==> src/rtl/elevator_lcd_ctrl.sv <==
// elevator_lcd_ctrl: drives an HD44780 LCD with one 16-column shaft row per elevator.
// Optional macro LCD_FLOOR_DIGIT_EN adds a two-digit floor readout in columns 0..1.
module elevator_lcd_ctrl #(
   parameter int NUM_ELV    = 2,
   parameter int NUM_FLOORS = 9,
   parameter int CLK_DIV    = 2000,
   parameter int EN_ON      = 200,
   parameter int EN_OFF     = 1800,
   parameter int PWR_WAIT   = 20000
) (
   input  logic                 clk,
   input  logic                 resetn,
   input  logic [5*NUM_ELV-1:0] elv_floor,
   input  logic                 force_refresh,
   output logic                 lcd_rs,
   output logic                 lcd_rw,
   output logic                 lcd_en,
   output logic [7:0]           lcd_data,
   output logic                 busy,
   output logic                 frame_done
);

   localparam int CMAX = (PWR_WAIT > CLK_DIV) ? PWR_WAIT : CLK_DIV;
   localparam int CW   = $clog2(CMAX + 1);

   typedef enum logic [2:0] {PWR, INIT, IDLE, SETA, WRCH} state_t;

   state_t               state_q, state_d;
   logic [CW-1:0]        cnt_q, cnt_d;
   logic [2:0]           idx_q, idx_d;
   logic                 row_q, row_d;
   logic [3:0]           col_q, col_d;
   logic [5*NUM_ELV-1:0] snap_q, snap_d;
   logic                 pending_q, pending_d;
   logic                 lcd_rs_q, lcd_rs_d;
   logic                 lcd_en_q, lcd_en_d;
   logic [7:0]           lcd_data_q, lcd_data_d;
   logic                 busy_q, busy_d;
   logic                 done_q, done_d;
   logic                 txn_end;
   logic [4:0]           floor_sel;

   function automatic logic [7:0] init_cmd(input logic [2:0] i);
      case (i)
         3'd0, 3'd1: init_cmd = 8'h38;
         3'd2:       init_cmd = 8'h0C;
         3'd3:       init_cmd = 8'h06;
         default:    init_cmd = 8'h01;
      endcase
   endfunction

   // Floor f lights column 16-f, so the top floor sits furthest left.
   function automatic logic [7:0] char_at(input logic [4:0] f, input logic [3:0] c);
      logic valid;
`ifdef LCD_FLOOR_DIGIT_EN
      logic [4:0] ones;
`endif
      valid   = (f != 5'd0) && (f <= 5'(NUM_FLOORS));
      char_at = (valid && ({1'b0, c} == (5'd16 - f))) ? 8'hFF : 8'h20;
`ifdef LCD_FLOOR_DIGIT_EN
      ones = (f >= 5'd10) ? (f - 5'd10) : f;
      if (c == 4'd0) char_at = !valid ? 8'h2D : ((f >= 5'd10) ? 8'h31 : 8'h30);
      if (c == 4'd1) char_at = !valid ? 8'h2D : (8'h30 + {3'b000, ones});
`endif
   endfunction

   always_ff @(posedge clk or negedge resetn) begin
      if (!resetn) begin
         state_q    <= PWR;
         cnt_q      <= '0;
         idx_q      <= '0;
         row_q      <= 1'b0;
         col_q      <= '0;
         snap_q     <= '0;
         pending_q  <= 1'b0;
         lcd_rs_q   <= 1'b0;
         lcd_en_q   <= 1'b0;
         lcd_data_q <= 8'h00;
         busy_q     <= 1'b1;
         done_q     <= 1'b0;
      end else begin
         state_q    <= state_d;
         cnt_q      <= cnt_d;
         idx_q      <= idx_d;
         row_q      <= row_d;
         col_q      <= col_d;
         snap_q     <= snap_d;
         pending_q  <= pending_d;
         lcd_rs_q   <= lcd_rs_d;
         lcd_en_q   <= lcd_en_d;
         lcd_data_q <= lcd_data_d;
         busy_q     <= busy_d;
         done_q     <= done_d;
      end
   end

   always_comb begin
      state_d   = state_q;
      cnt_d     = cnt_q;
      idx_d     = idx_q;
      row_d     = row_q;
      col_d     = col_q;
      snap_d    = snap_q;
      pending_d = pending_q;
      done_d    = 1'b0;
      txn_end   = (cnt_q == CW'(CLK_DIV - 1));
      case (state_q)
         PWR: begin
            if (cnt_q == CW'(PWR_WAIT - 1)) begin
               state_d = INIT;
               cnt_d   = '0;
               idx_d   = '0;
            end else begin
               cnt_d = cnt_q + 1'b1;
            end
         end
         INIT: begin
            if (txn_end) begin
               cnt_d = '0;
               if (idx_q == 3'd4) begin
                  state_d   = IDLE;
                  pending_d = 1'b1;
               end else begin
                  idx_d = idx_q + 3'd1;
               end
            end else begin
               cnt_d = cnt_q + 1'b1;
            end
         end
         IDLE: begin
            if (pending_q || force_refresh || (elv_floor != snap_q)) begin
               state_d   = SETA;
               cnt_d     = '0;
               row_d     = 1'b0;
               col_d     = '0;
               snap_d    = elv_floor;
               pending_d = 1'b0;
            end
         end
         SETA: begin
            if (txn_end) begin
               state_d = WRCH;
               cnt_d   = '0;
               col_d   = '0;
            end else begin
               cnt_d = cnt_q + 1'b1;
            end
         end
         WRCH: begin
            if (txn_end) begin
               cnt_d = '0;
               if (col_q == 4'd15) begin
                  if (row_q == 1'(NUM_ELV - 1)) begin
                     state_d = IDLE;
                     done_d  = 1'b1;
                  end else begin
                     row_d   = row_q + 1'b1;
                     state_d = SETA;
                  end
               end else begin
                  col_d = col_q + 4'd1;
               end
            end else begin
               cnt_d = cnt_q + 1'b1;
            end
         end
         default: state_d = PWR;
      endcase
      // A refresh request arriving mid-frame is remembered for the following frame.
      if (force_refresh && ((state_q == SETA) || (state_q == WRCH))) pending_d = 1'b1;
   end

   // Outputs are computed from next-state values so the registered bus lines up with the state.
   always_comb begin
      lcd_rs_d   = 1'b0;
      lcd_data_d = 8'h00;
      floor_sel  = snap_d[4:0];
      if (row_d) floor_sel = snap_d[5*NUM_ELV-1 -: 5];
      lcd_en_d   = ((state_d == INIT) || (state_d == SETA) || (state_d == WRCH)) &&
                   (cnt_d >= CW'(EN_ON)) && (cnt_d < CW'(EN_OFF));
      busy_d     = (state_d != IDLE);
      case (state_d)
         INIT: lcd_data_d = init_cmd(idx_d);
         SETA: lcd_data_d = row_d ? 8'hC0 : 8'h80;
         WRCH: begin
            lcd_rs_d   = 1'b1;
            lcd_data_d = char_at(floor_sel, col_d);
         end
         default: lcd_data_d = 8'h00;
      endcase
   end

   assign lcd_rs     = lcd_rs_q;
   assign lcd_rw     = 1'b0;
   assign lcd_en     = lcd_en_q;
   assign lcd_data   = lcd_data_q;
   assign busy       = busy_q;
   assign frame_done = done_q;

endmodule

==> config.mk <==
export PLATFORM = sky130hd
export DESIGN_NAME = elevator_lcd_ctrl
export DESIGN_NICKNAME = d
export VERILOG_FILES = /design/src/rtl/elevator_lcd_ctrl.sv
export SDC_FILE = /design/constraint.sdc
export NUM_CORES = 1
export LEC_CHECK = 0
export CAP_MARGIN = 20
export CORE_ASPECT_RATIO = 0.9
export CORE_MARGIN = 1.5
export CORE_UTILIZATION = 59
export CTS_CLUSTER_SIZE = 14
export DETAILED_ROUTE_END_ITERATION = 8
export PLACE_DENSITY = 0.82
export SETUP_SLACK_MARGIN = 0.5
export SLEW_MARGIN = 20
export SYNTH_ARGS = -nofsm -noshare
export SYNTH_HDL_FRONTEND = slang
export SYNTH_SLANG_ARGS = --single-unit
==> constraint.sdc <==
create_clock -name clk -period 4.7 [get_ports clk]
set_input_delay 0.705 -clock clk [delete_from_list [all_inputs] [get_ports clk]]
set_output_delay 0.705 -clock clk [all_outputs]
set_load 0.02 [all_outputs]
* Word-level counts from Yosys, hierarchy flattened *
Cells that the tools add are included.

cells by class
  $lt $le $gt $ge = 3
  reduce and logical (&&, ||, !) cells = 17
  multiplexer cells = 44
  eq/ne operators = 20
  add/subtract/negate cells = 5

operators by type and width
  operator                 number
  $mux W15                 3
  $pmux W15 S3             1
  $mux W3                  10
  $pmux W8 S3              1
  $mux W10                 2
  $pmux W6 S3              1
  $mux W4                  4
  $add A15 B1 Y15 const B  1
  $eq A15 B11 Y1 const B   1
  $eq A15 B15 Y1 const B   1
  $eq A3 B2 Y1 const B     5
  $ge A15 B8 Y1 const B    1
  $lt A15 B11 Y1 const B   1
  $pmux W3 S5              1
  $mux W1                  14
  $pmux W4 S3              1
  $ne A10 B10 Y1           1
  $eq A3 B1 Y1 const B     3
  $eq A3 B3 Y1 const B     3
  $ne A3 B3 Y1 const B     3
  $mux W8                  1
  $mux W7                  1
  $logic_not A3 Y1         2
  $pmux W3 S2              1
  17 further kinds         26

storage, ports and cells
  input bits = 13
  word-level logic and storage cells = 101
  flip-flop bits (word level) = 49
  output and inout port bits = 13

* Logic depth before layout (Yosys ltp) *
Gate-level depths: netlist of the first run.

  depth after elaboration = 11
  mapped depth = 17
  mapped depth without buffers = 16

* Worst setup path before layout of the first run *
Ideal clock, no wire load.

  kind = register to register
  start point = register cnt_q[5]
  end point = register lcd_data_q[6] (netlist: lcd_data[6])
  slack = 0.819 ns
  arrival = 3.786 ns
  clock period less this slack = 3.881 ns
  buffers on the path = 1
  stages on the path, launching flop included = 17
  setup time = 0.096 ns
  data required time = 4.604 ns
  cell sequence = dfrtp_1 -> or3_4 -> or4_1 -> buf_2 -> o21ai_1 -> mux2_2 -> a21oi_1 -> ha_1 -> o21ai_0 -> nor2_1 -> ha_1 -> nand2b_1 -> a21oi_1 -> o21ai_0 -> a2111oi_4 -> o311ai_4 -> o31ai_1

between the ends
  word-level cells in the longest chain between the ends = 9
  elaborated cells between the ends (all ways) = 25
  classes of those cells = 1 x add/sub; 1 x order compare; 6 x eq/ne; 14 x mux; 3 x reduce/logical

ends and longest elaborated chain
  item                                                 RTL line  text
  from (decl)                                          29        logic [CW-1:0] cnt_q, cnt_d;
  from (signal assigned)                               83        cnt_q <= cnt_d;
  $eq A15 B11 Y1                                       106       txn_end = (cnt_q == CW'(CLK_DIV - 1));
  $mux W1                                              150       if (txn_end) begin
  $pmux W1 S2                                          107       case (state_q)
  $mux W5                                              178       if (row_d) floor_sel = snap_d[5*NUM_ELV-1 -: 5];
  $sub A5 B5 Y5 (tied with other cells)                59        char_at = (valid && ({1'b0, c} == (5'd16 - f))) ? 8'hFF : 8'h20;
  $eq A4 B5 Y1 or $logic_and A1 B1 Y1 (tied branches)  59, 58
  $logic_and A1 B1 Y1                                  59
  $mux W8                                              59
  $pmux W8 S3 (*)                                      182       case (state_d)
  named net lcd_data_d[6]                              37        logic [7:0] lcd_data_q, lcd_data_d;
  to (signal assigned)                                 91        lcd_data_q <= lcd_data_d;
  to (decl)                                            37

Mark *: on every way through the listed nets, which the timed path passes. The rest lies on a longest branch.
A chain may end at the register's enable or synchronous reset.

* Worst setup path in the final report of the first run *
Ends and elaborated chain as after synthesis.

==> metrics, run 1 <==
Yosys warning total 0; DR pass1 iterations 5; Final Cycle Share 0.8550; critical path, cell by cell or3_4 -> or4_4 -> o21ai_4 -> mux2_2 -> a21oi_1 -> ha_1 -> o21ai_0 -> nor2_1 -> ha_1 -> nand2b_1 -> a21oi_1 -> o21ai_0 -> a2111oi_4 -> o311ai_4 -> o31ai_1; startpoint types flop; DR WL/cell 16.71 µm; worst r2r dst lcd_data[6]$_DFF_PN0_; GRT Overall Usage 0.2760; clk_lat worst skew 0.31 ns; Die Height ~74 µm; Slowest-stage cell, CP or4_4; Worst-path clk slew 0.10 ns; first-pass GRT wire length 12,740 µm; setup violators final 0; R2R depth 15; number of synthesized register bits 49; Starting Density 0.6209; # clock sinks 49; vias in the first global route 2,672; Slew HR 0.4750; Worst Tran Pin Value 0.7815 ns; RR Startpoint cnt_q[5]$_DFF_PN0_; Setup Skew 0.009326 ns; layout overhead on the synthesized area 11.10%; Top-Level Pins 26; I/O Buffers 24; CP Capture Point lcd_data[6]$_DFF_PN0_; hold crit path type input pin to async pin; CP endpoint kind flop; CTS tree built; Power Density 250.8 nW/µm²; Crit path arrival time 4.24 ns; max incr delay on CP 0.57 ns; WP buf/inv 0; Detailed Place HPWL approximately 5700 µm; Syn Area/Cell 8.758 µm²; Area after DPL 3522 µm²; Crit Path Class flop to flop; reg2reg setup slack 0.68 ns; initial drt markers 270; Post-Syn Instances 377; fin cells 464; Die Area between 6000 and 7000 µm²; Critical path origin cnt_q[5]$_DFF_PN0_; unrepaired setup endpoints after global routing false; syn_nets 397; H-tree levels 2; Data required, critical path 4.92 ns; Net count, final around 420; Post-synth EDFFs 0; TNS Setup 0 ns; Vias per Instance 6.392; predominant post-synthesis flop cell dfrtp_1; Leakage 0.001556 µW; clk root buf clkbuf_8; placed cells 453; die width 81.86 µm; Distinct cells, synth 67; post-route ant nets 0; largest net degree at the start of global routing 50; TritonCTS buffer count 5; DR vias 2,966; most common cell after layout, fill and taps aside nand2_1; initial antenna violation count 0; Core Util, Final 0.6899; Max Cap Violations 0; sequential share of the synthesized area 0.3717; grt ovf 0; DRT Wirelength roughly 7800 µm; Final Critical Period ~4.0 ns; Crit path max-delay family compound AO/OA/AOI/OAI gates; worst-path maximum fanout 7; Total Power 920.0 µW; Fmax around 250 MHz; status finished, final reports clean; row cnt 25; Finished Cell Area 3669 µm²; share of cells above drive strength 1 0.1108; most frequent cells in the layout nand2_1 (61), dfrtp_1 (48), clkdlybuf4s50_1 (23), o21ai_0 (20); ys async rst share 1.000; clk buf depth 2; core area 5318 µm²; drt drc 0; n_diodes 0; Mapped Area ~3300 µm²; Final Max Slew Viols 0; Crit path depth 15; maximum VDD drop ~0.22 mV; final hold violation count 0; GPL Wtd Cong between 0.9 and 1
==> area by class of cell <==
class / count / area [µm²]
Inverter: 18 / 67.56
Clock buffer: 5 / 68.82
Timing Repair Buffer: 33 / 305.3
Multi-Input combinational cell: 289 / 1889
Tap cell: 67 / 83.83
Fill cell: 440 / 1649
Sequential cell: 49 / 1227
Clock inverter: 3 / 26.28
==> repair_timing <==
action                                  CTS  global route
gates resized for setup                   1             4
hold buffers                              0             0
endpoints found under the setup margin    1             7
buffers inserted                          0             3
pin swaps                                 0             2
==> power breakdown <==
group | switching (µW) | total, µW | internal, µW | leakage [µW]
registers | 69.3 | 526 | 457 | 0.000567
clock network | 155 | 264 | 108 | 0.0000423
logic | 69.7 | 130 | 60.1 | 0.000947
total | 294 | 920 | 626 | 0.00156
==> how the worst min path moves through the flow <==
stage / end / slack (ns) / cells past startpoint
2_1_floorplan: cnt_q[0]$_DFF_PN0_ / 0.41 / 0
3_3_place_gp: cnt_q[0]$_DFF_PN0_ / 0.48 / 1
3_5_place_dp: cnt_q[0]$_DFF_PN0_ / 0.50 / 1
4_1_cts: cnt_q[0]$_DFF_PN0_ / 0.52 / 1
5_1_grt: cnt_q[2]$_DFF_PN0_ / 0.44 / 1
6_report: cnt_q[13]$_DFF_PN0_ / 0.39 / 1
==> stage by stage <==
step | hold slack (ns) | setup WS [ns]
after floorplan | 0.4094 | 0.8186
after global placement | 0.4843 | 0.6037
after detailed placement | 0.5007 | 0.4836
after CTS | 0.5170 | 0.6056
after global routing | 0.4373 | 0.4852
final | 0.3920 | 0.6817
==> cells by family (layout without fill, tap and decap cells) <==
logic type,count (synthesis),count (layout),share of synthesized area
simple gates,165,165,0.2599
compound gates,100,100,0.2330
flops,49,49,0.3717
buf+inv,39,59,0.06403
xor+xnor,14,14,0.03714
fa+ha+maj,7,7,0.02652
mux,2,2,0.006442
other cells,1,1,0.001136
==> cell usage after synthesis (3+ instances only) <==
cell type  number  area [µm²]
o211a_1         4       40.04
nand2b_1        6       37.54
inv_1          18       67.56
a211o_1         3       26.28
a22o_1          3       26.28
nand3_1        19       95.09
and3_1          4       25.02
a31oi_1         4       25.02
ha_1            7       87.58
or2_2           5       31.28
and2_1          4       25.02
xnor2_1        11       96.34
nor4_1          8       50.05
nor2_1         19       71.32
nand3b_1        3       22.52
a211oi_1        4       30.03
or3_1           3       18.77
nor3_1         16       80.08
nand4b_1        4       35.03
dfrtp_1        48        1201
xor2_1          3       26.28
clkbuf_8        4       55.05
o21ai_0        20       100.1
a21o_1          4       30.03
o21ai_1         4       20.02
a21oi_1        19       95.09
clkbuf_1       11       41.29
o22ai_1         4       25.02
o211ai_1        6       45.04
nand2_1        61       229.0
==> layer usage <==
layer,vias up,GRT usage,share of wire
met5,-,0,0
met4,0,0.08663,0.020
met3,18,0.04294,0.072
met2,141,0.4180,0.44
met1,1400,0.4077,0.47
li1,1407,-,-
==> registers in the layout, indices dropped and copies added, names as in the netlist <==
register    flops
cnt_q          15
snap_q         10
lcd_data        8
col_q           4
idx_q           3
state_q         3
busy            1
frame_done      1
lcd_en          1
lcd_rs          1
pending_q       1
row_q           1
No activity file was read; power rests on OpenSTA's default activity.
==> inputs of run 2 (changes only) <==
Settings changed: CORE_ASPECT_RATIO 0.9 to 2, CTS_CLUSTER_SIZE 14 to default.
==> run 2 against run 1 <==
Compared with the run above:
- design area barely moved
- sequential cell count did not move
- largest cell class unchanged
- clock-buffer cell count rose by 2
- critical endpoint unchanged
- highest routed layer unchanged
==> metrics, run 2 (synthesis results as in run 1) <==
unrepaired setup endpoints after global routing false; TritonCTS buffer count 5 (unchanged); Starting Density 0.6092 (-0.01175); clk_lat worst skew 0.32 ns (about the same); Worst Tran Pin Value 0.7603 ns (-0.02125 ns); max reg flops 15 (unchanged); hold slack final 0.3884 ns (-0.003603 ns); Int Pwr 622.9 µW (-0.43%); Die Area 6082 µm² (+0.44%); worst-path maximum fanout 14 (+7); Crit Path Class flop to flop; share of cells above drive strength 1 0.1100 (-0.0008312); n_diodes 0 (unchanged); maximum VDD drop 0.3754 mV (+73%); Detailed Place HPWL 6194 µm (+9.6%); row cnt 38 (+52%); sw frac 0.3171 (-0.002812); core area 5420 µm² (+1.9%); startpoint types flop; die width 55.90 µm (-32%); Final Cycle Share 0.8145 (-0.04044); Vias per Instance 6.398 (about the same); GPL Wtd Cong 0.9372 (+1.2%); DR pass1 iterations 4 (-1); most frequent cells in the layout nand2_1 (61), dfrtp_1 (48), clkdlybuf4s50_1 (23), o21ai_0 (20); clk root buf clkbuf_8; initial drt markers 105 (-61%); status finished, final reports clean; DR WL/cell 17.80 µm (+6.5%); critical path, cell by cell or3_4 -> or4_1 -> buf_4 -> o211ai_1 -> o221ai_2 -> nand2_1 -> ha_1 -> o21ai_0 -> nor2_1 -> ha_1 -> nand2b_1 -> a21oi_1 -> o21ai_0 -> a2111oi_4 -> o311ai_4 -> o31ai_1; DR vias 2,943 (-0.78%); Net count, final 419 (+0.72%); clock power share 0.279 (-0.008); max incr delay on CP 0.60 ns (+0.03 ns); vias in the first global route 2,955 (+11%); reg2reg setup slack 0.87 ns (+0.19 ns); H-tree levels 2 (unchanged); most common cell after layout, fill and taps aside nand2_1; Power Density 248.8 nW/µm² (-0.77%); Fmax 261.2 MHz (+5.0%); Max Cap Violations 0 (unchanged); Top reg by flops cnt_q; P_sw 289.3 µW (-1.7%); Worst-path clk slew 0.10 ns (about the same); final hold violation count 0 (unchanged); Logic pwr share 0.143 (+0.002); # clock sinks 49 (unchanged); first-pass GRT wire length 13,790 µm (+8.2%); CTS tree built; Slew HR 0.4916 (+0.01661); Setup Skew 0.01214 ns (+0.002817 ns); clk buf depth 2 (unchanged); Top-Level Pins 26 (unchanged); Final Critical Period 3.828 ns (-0.1901 ns); Crit path arrival time 4.06 ns (-0.18 ns); part of the power in registers 0.578 (+0.006); Die Height 108.8 µm (+47%); post-route ant nets 0 (unchanged); layout overhead on the synthesized area 11.03% (about the same); I/O Buffers 24 (unchanged); initial antenna violation count 0 (unchanged); hold crit path type input pin to async pin; grt ovf 0 (unchanged); Leakage 0.001569 µW (+0.81%); CP endpoint kind flop; DRT Wirelength 8188 µm (+5.6%); drt drc 0 (unchanged); Data required, critical path 4.93 ns (about the same); Slowest-stage cell, CP or4_1; setup violators final 0 (unchanged); Final Max Slew Viols 0 (unchanged); TNS Setup 0 ns (unchanged); largest net degree at the start of global routing 50 (unchanged); GRT Overall Usage 0.2910 (+0.01501)
## run 2: power groups by stage
stage	clock network [µW]	registers, µW	logic [µW]
after floorplan	0	490	149
after global placement	0	530	126
after detailed placement	0	531	131
after CTS	256	525	131
after global routing	270	535	149
final	254	527	131
## run 2: area by class of cell
| type | count | area, µm² |
|---|---|---|
| clock buffer | 7 | 76.32 |
| clock inverter | 1 | 7.507 |
| fill | 456 | 1754 |
| inverter | 18 | 67.56 |
| multi-input combinational | 289 | 1884 |
| sequential | 49 | 1227 |
| tap | 60 | 75.07 |
| timing repair buffer | 36 | 327.8 |
## run 2: final timing paths
check,from,end,depth (start not counted)
worst max-delay path,cnt_q[5]$_DFF_PN0_,lcd_data[6]$_DFF_PN0_,16
worst min-delay path,resetn,snap_q[6]$_DFF_PN0_,1
worst max register to register,cnt_q[5]$_DFF_PN0_,lcd_data[6]$_DFF_PN0_,16
worst min register to register,cnt_q[0]$_DFF_PN0_,cnt_q[0]$_DFF_PN0_,1
max in group asynchronous,resetn,lcd_data[4]$_DFF_PN0_,1
min in group clk,cnt_q[0]$_DFF_PN0_,cnt_q[0]$_DFF_PN0_,1
## run 2: timing repair
action | 4_1_cts | 5_1_grt
resized for setup | 0 | 4
endpoints found under the setup margin | 0 | 7
setup buffers | 0 | 2
hold buffers | 0 | 0
## run 2: critical path, delay by kind of cell (launching register included)
kind / cells / cell delay, ns
AOI/OAI and AO/OA: 8 / 1.35
adders and majority gates: 2 / 0.34
buffers and inverters: 1 / 0.22
DFF: 1 / 0.47
and+or+nand+nor: 5 / 1.36
## run 2: routing by layer
layer | global-route usage | vias to the layer above | routed length [µm]
met5 | 0 | - | 0
met2 | 0.5289 | 86 | 4393
li1 | - | 1412 | -
met3 | 0.03677 | 37 | 263
met4 | 0.2092 | 0 | 507
met1 | 0.3027 | 1408 | 3024
## run 2: per-stage QoR
stage	power [µW]	instances	setup slack [ns]	utilization	area, µm²
after CTS	912.6	458	0.5303	0.6692	3627
after global routing	954.1	460	0.6186	0.6764	3666
after global placement	655.4	450	0.5606	0.6537	3543
after detailed placement	662.5	450	0.4538	0.6537	3543
after floorplan	639.5	377	0.8186	-	3302
final	912.2	460	0.8718	0.6764	3666
